`config.mk`:
```
export PLATFORM = sky130hd
export DESIGN_NAME = digit_scan_ctrl_flat
export DESIGN_NICKNAME = d
export VERILOG_FILES = /design/src/rtl/digit_scan_ctrl_pkg.sv /design/src/rtl/digit_scan_ctrl_if.sv /design/src/rtl/digit_scan_ctrl_finder.sv /design/src/rtl/digit_scan_ctrl.sv /design/src/flat_wrapper.sv
export SDC_FILE = /design/constraint.sdc
export NUM_CORES = 1
export LEC_CHECK = 0
export CORE_MARGIN = 2
export CORE_UTILIZATION = 30
export DETAILED_ROUTE_END_ITERATION = 10
export SYNTH_ARGS = -nofsm -noshare
export SYNTH_HDL_FRONTEND = slang
export SYNTH_SLANG_ARGS = --single-unit
```
`constraint.sdc`:
```
create_clock -name clk -period 2.5 [get_ports clk]
set_input_delay 0.5 -clock clk [delete_from_list [all_inputs] [get_ports clk]]
set_output_delay 0.5 -clock clk [all_outputs]
set_load 0.01 [all_outputs]
```
`src/rtl/digit_scan_ctrl_pkg.sv`:
```
// Shared types and constants for the four-channel digit scan sequencer.
package scan_pkg;

    localparam int NUM_CH = 4;
    localparam int SEL_W  = 2;

    typedef enum logic [1:0] {
        ST_IDLE  = 2'd0,
        ST_BLANK = 2'd1,
        ST_SHOW  = 2'd2
    } scan_state_e;

    // Counter width able to hold max(dwell, blank) - 1, never narrower than one bit.
    function automatic int cnt_width(input int dwell, input int blank);
        int m;
        m = (dwell > blank) ? dwell : blank;
        return (m > 1) ? $clog2(m) : 1;
    endfunction

endpackage

```
`src/rtl/digit_scan_ctrl_if.sv`:
```
// Control/status bundle between a scan controller and whatever drives its run/mask inputs.
interface digit_scan_ctrl_if;
    import scan_pkg::*;

    logic              run;
    logic [NUM_CH-1:0] ch_mask;
    logic [SEL_W-1:0]  sel;
    logic              en;
    logic              frame_done;

    modport master (
        output run,
        output ch_mask,
        input  sel,
        input  en,
        input  frame_done
    );

    modport slave (
        input  run,
        input  ch_mask,
        output sel,
        output en,
        output frame_done
    );

endinterface

```
`src/rtl/digit_scan_ctrl_finder.sv`:
```
// Combinational search for the next enabled channel, either from index 0 or cyclically after cur.
module next_ch_finder
    import scan_pkg::*;
(
    input  logic [NUM_CH-1:0] ch_mask,
    input  logic [SEL_W-1:0]  cur,
    input  logic              incl,
    output logic [SEL_W-1:0]  nxt,
    output logic              wrap,
    output logic              none
);

    logic [SEL_W-1:0] idx;

    always_comb begin
        nxt  = '0;
        none = 1'b1;
        idx  = '0;
        // The cyclic search visits cur last, so a single-channel mask lands back on itself.
        for (int i = 0; i < NUM_CH; i++) begin
            idx = incl ? SEL_W'(i) : SEL_W'(cur + SEL_W'(i + 1));
            if (none && ch_mask[idx]) begin
                nxt  = idx;
                none = 1'b0;
            end
        end
        wrap = !incl && !none && (nxt <= cur);
    end

endmodule

```
`src/rtl/digit_scan_ctrl.sv`:
```
// Time-multiplexed channel sequencer: dwells on each enabled channel, blanking between them.
module digit_scan_ctrl
    import scan_pkg::*;
#(
    parameter int DWELL = 1000,
    parameter int BLANK = 4
) (
    input  logic              clk,
    input  logic              rst,
    digit_scan_ctrl_if.slave  bus
);

    localparam int CNT_W = cnt_width(DWELL, BLANK);
    localparam logic [CNT_W-1:0] DWELL_LAST = CNT_W'(DWELL - 1);
    localparam logic [CNT_W-1:0] BLANK_LAST = (BLANK > 0) ? CNT_W'(BLANK - 1) : '0;

    scan_state_e      state_q, state_d;
    logic [CNT_W-1:0] cnt_q, cnt_d;
    logic [SEL_W-1:0] sel_q, sel_d;
    logic             en_q, en_d;
    logic             frame_done_q, frame_done_d;

    logic [SEL_W-1:0] nxt_ch;
    logic             nxt_wrap;
    logic             nxt_none;
    logic             search_incl;

    // In IDLE the search restarts from channel 0; elsewhere it continues after sel.
    assign search_incl = (state_q == ST_IDLE);

    next_ch_finder u_finder (
        .ch_mask (bus.ch_mask),
        .cur     (sel_q),
        .incl    (search_incl),
        .nxt     (nxt_ch),
        .wrap    (nxt_wrap),
        .none    (nxt_none)
    );

    always_comb begin
        state_d      = state_q;
        cnt_d        = cnt_q;
        sel_d        = sel_q;
        en_d         = 1'b0;
        frame_done_d = 1'b0;

        unique case (state_q)
            ST_IDLE: begin
                if (bus.run && !nxt_none) begin
                    sel_d = nxt_ch;
                    cnt_d = '0;
                    if (BLANK == 0) begin
                        state_d = ST_SHOW;
                        en_d    = 1'b1;
                    end else begin
                        state_d = ST_BLANK;
                    end
                end
            end

            ST_BLANK: begin
                if (!bus.run) begin
                    state_d = ST_IDLE;
                    cnt_d   = '0;
                end else if (cnt_q == BLANK_LAST) begin
                    state_d = ST_SHOW;
                    cnt_d   = '0;
                    en_d    = 1'b1;
                end else begin
                    cnt_d = cnt_q + CNT_W'(1);
                end
            end

            ST_SHOW: begin
                if (!bus.run) begin
                    state_d = ST_IDLE;
                    cnt_d   = '0;
                end else if (cnt_q == DWELL_LAST) begin
                    cnt_d = '0;
                    // The mask is only consulted here, so a mid-dwell change never cuts the dwell short.
                    if (nxt_none) begin
                        state_d = ST_IDLE;
                    end else begin
                        sel_d        = nxt_ch;
                        frame_done_d = nxt_wrap;
                        if (BLANK == 0) begin
                            state_d = ST_SHOW;
                            en_d    = 1'b1;
                        end else begin
                            state_d = ST_BLANK;
                        end
                    end
                end else begin
                    cnt_d = cnt_q + CNT_W'(1);
                    en_d  = 1'b1;
                end
            end

            default: begin
                state_d = ST_IDLE;
                cnt_d   = '0;
            end
        endcase
    end

    always_ff @(posedge clk) begin
        if (rst) begin
            state_q      <= ST_IDLE;
            cnt_q        <= '0;
            sel_q        <= '0;
            en_q         <= 1'b0;
            frame_done_q <= 1'b0;
        end else begin
            state_q      <= state_d;
            cnt_q        <= cnt_d;
            sel_q        <= sel_d;
            en_q         <= en_d;
            frame_done_q <= frame_done_d;
        end
    end

    assign bus.sel        = sel_q;
    assign bus.en         = en_q;
    assign bus.frame_done = frame_done_q;

endmodule

```
`src/flat_wrapper.sv`:
```
// flat-port wrapper written by rule: the top's interface ports become plain ports
module digit_scan_ctrl_flat import scan_pkg::*;
#(
    parameter int DWELL = 1000,
    parameter int BLANK = 4
)
  (clk, rst, bus_run, bus_ch_mask, bus_sel, bus_en, bus_frame_done);
  digit_scan_ctrl_if bus_i ();
  input  logic clk;
  input  logic rst;
  input wire logic [$bits(bus_i.run)-1:0] bus_run;
  input wire logic [$bits(bus_i.ch_mask)-1:0] bus_ch_mask;
  output wire logic [$bits(bus_i.sel)-1:0] bus_sel;
  output wire logic [$bits(bus_i.en)-1:0] bus_en;
  output wire logic [$bits(bus_i.frame_done)-1:0] bus_frame_done;
  assign bus_i.run = bus_run;
  assign bus_i.ch_mask = bus_ch_mask;
  assign bus_sel = bus_i.sel;
  assign bus_en = bus_i.en;
  assign bus_frame_done = bus_i.frame_done;
  digit_scan_ctrl #(.DWELL(DWELL), .BLANK(BLANK)) u_core (.clk(clk), .rst(rst), .bus(bus_i));
endmodule
```
==> impl_metrics.toml, run 1 <==
[timing]
fmaxAchievable_mhz = 419
hold_violations = 0
tns_ns = 0
timing.final.crit_share = 0.955
setup_ws_ns = 0.111
finalMaxSlewViolations = 0
fin_crit_ns = 2.39
fin_hold_ws_ns = 0.483
tightest_slew_ns = 0.489
finalSetupViolCount = 0
rsz0062_at_grt = "false"
finClkSkew_ns = 0.00396
slew_headroom = 0.672

[yosys]
syn-instance-count = 148
syn-cell-area_sq_um = 1180
synth_warnings = 0
syn_avg_cell_area_sq_um = 7.99
ys_seq_elements = 16
synth_edf_count = 0
synth-main-ff-cell = "dfxtp_1"
synth.net_count = 162
netlist_top_cells_area = "dfxtp_1, ha_1, nand3_1"
yosysTopAreaCell = "dfxtp_1"
synthArstFlopShare = 0
synth-seq-area-share = 0.271
yosysUniqueCellTypes = 47
synth.top_cell.area_share = 0.271

[floorplan]
rows = 22
die_y_um = 66.8
die_area_sq_um = 4460
io_pins = 11
die-width_um = 66.8
core_sq_um = 3720
start_util = 0.318

[final_layout]
final_cell_mix = "buf_4, nand2_1, dfxtp_1"
final_common_cell = "buf_4"
antenna_cells = 0
utilization = 0.428
nets = 188
multi_input_area_sq_um = 867
fillCellCount = 365
drive_gt1_frac = 0.301
seqCellArea_sq_um = 325
synthToLayoutAreaGrowth_pct = 34.6

[grt]
grt_use_total = 0.141
grt_pass1_wl_um = 4940
antenna_found_initial = 0
grt_pass1_vias = 1173
grt_overflow = 0
grt_max_degree = 14

[worst_setup_path]
worstPathMaxFanout = 7
cp.arrival_ns = 2.58
critical_path.startpoint = "u_core.state_q[1]"
end_kind = "flip-flop"
worstReg2RegStart = "u_core.state_q[1]"
critPathKind = "flip-flop to flip-flop"
start_kind = "flip-flop"
required_ns = 2.69

[clock_tree]
worstSkewPairLatency_ns = 0.26
cts.sinks = 16
ctsHtreeMaxLevel = 1
numCtsBuffers = 3
clkTransAtPathRegs_ns = 0.06
cts_tree = "done"
hold_buffers = 0
clock_path_buffers = 2
clockRootBuffer = "clkbuf_8"

[drt]
via_per_inst = 5.46
ant_nets = 0
vias = 1207
m1WireLength_um = 1320
post_drt_wl_per_cell_um = 13.5
met3_length_um = 94
wl_met2_um = 1470
drt-initial-drc-count = 37
dr.pass1.iters = 4
dr.max_layer_used = "met4"
detail_route.drc_violations = 0
drt-total-wl_um = 2990

[flow_run]
drv_cap = 0

[power]
powerDensity_nw_per_um2 = 561
ir_drop_mv = 0.368
p_leak_nw = 0.590

[placed_design]
place_hpwl_um = 2200
place.gp.congestion = 0.907
post-place-ws_ns = -0.259
place.port_buffers = 10

[status]
status = "finished clean"

[hold_path]
holdCritStartpoint = "u_core.cnt_q[1]"
hold_class = "flip-flop to flip-flop"
## power by group
group	switching (W)	internal (W)
Sequential	0.0000232	0.000269
Clock	0.0000945	0.000140
Combinational	0.000178	0.000188
## cells by family after synthesis
| logic type | count (synthesis) | share of synthesized area |
|---|---|---|
| adder cells (fa/ha/maj) | 7 | 0.0741 |
| AND/OR/NAND/NOR | 69 | 0.314 |
| XOR/XNOR | 6 | 0.0444 |
| buffers and inverters | 14 | 0.0592 |
| multiplexers | 3 | 0.0254 |
| flip-flops | 16 | 0.271 |
| AO/OA/AOI/OAI | 33 | 0.212 |
## metrics by stage
| stage | total power, W | instance area [sq um] | std cells |
|---|---|---|---|
| 4_1_cts | 0.000834 | 1490 | 219 |
| 3_5_place_dp | 0.000601 | 1440 | 215 |
| 6_report | 0.000893 | 1590 | 221 |
| 2_1_floorplan | 0.000487 | 1180 | 148 |
| 3_3_place_gp | 0.000595 | 1440 | 215 |
| 5_1_grt | 0.000939 | 1590 | 221 |
## final timing paths
check | depth (start not counted) | slack [ns] | end
setup reg to reg | 13 | 0.11 | u_core.bus.frame_done
setup / recovery | 13 | 0.11 | u_core.bus.frame_done
hold / removal | 2 | 0.48 | u_core.cnt_q[1]
hold reg to reg | 2 | 0.48 | u_core.cnt_q[1]
## final cells by class
type                    count  area share
multi-input cells         118       0.545
flip-flops and latches     16       0.204
repair buffers             29       0.164
well taps                  48      0.0377
clock buffers               4      0.0346
inverters                   6      0.0142
## synthesized netlist by cell type (2+ instances only)
master	n
nor3_1	8
ha_1	7
inv_1	6
clkbuf_1	3
a31oi_1	4
o21ai_0	3
or4_1	2
nor4b_1	2
mux2i_1	3
nand3_1	12
xnor2_1	5
nand3b_1	4
a21o_1	2
nor2_1	13
a21oi_1	7
o21a_1	2
nand2_1	16
o221a_2	2
nor4_1	3
dfxtp_1	16
buf_4	2
## worst max-delay path: stages (launching register included)
cell and delay [ns]:
dfxtp_2 0.32, inv_2 0.07, ha_4 0.19, nor2_2 0.06
a31o_2 0.27, or4_4 0.55, nand3_4 0.09, ha_4 0.12
inv_1 0.03, a21oi_1 0.11, a21oi_1 0.05, nor4_1 0.25
nand3_1 0.10, nor2_1 0.11
## per-layer routing
| metal | global-route usage | up-vias |
|---|---|---|
| li1 | - | 593 |
| met3 | 0.0186 | 13 |
| met2 | 0.246 | 35 |
| met1 | 0.164 | 566 |
| met4 | 0.0791 | 0 |
| met5 | 0 | - |
## flip-flops by register name, summed over array words and instances, names as in the netlist
name / flops
u_core.bus.en: 1
u_core.bus.frame_done: 1
u_core.bus.sel: 2
u_core.cnt_q: 10
u_core.state_q: 2
## what timing repair did
item	CTS	global route
pin swaps	0	7
resized for setup	1	23
setup endpoints to repair	1	1
buffers inserted	0	2
No activity file was read; power rests on OpenSTA's default activity.
==> run 2: changes to the inputs <==
ABC_AREA = 0   (was unset)
SLEW_MARGIN = 20   (was unset)
==> results of run 2 <==
No change in the layout: final DEF, timing and power equal those of run 1.
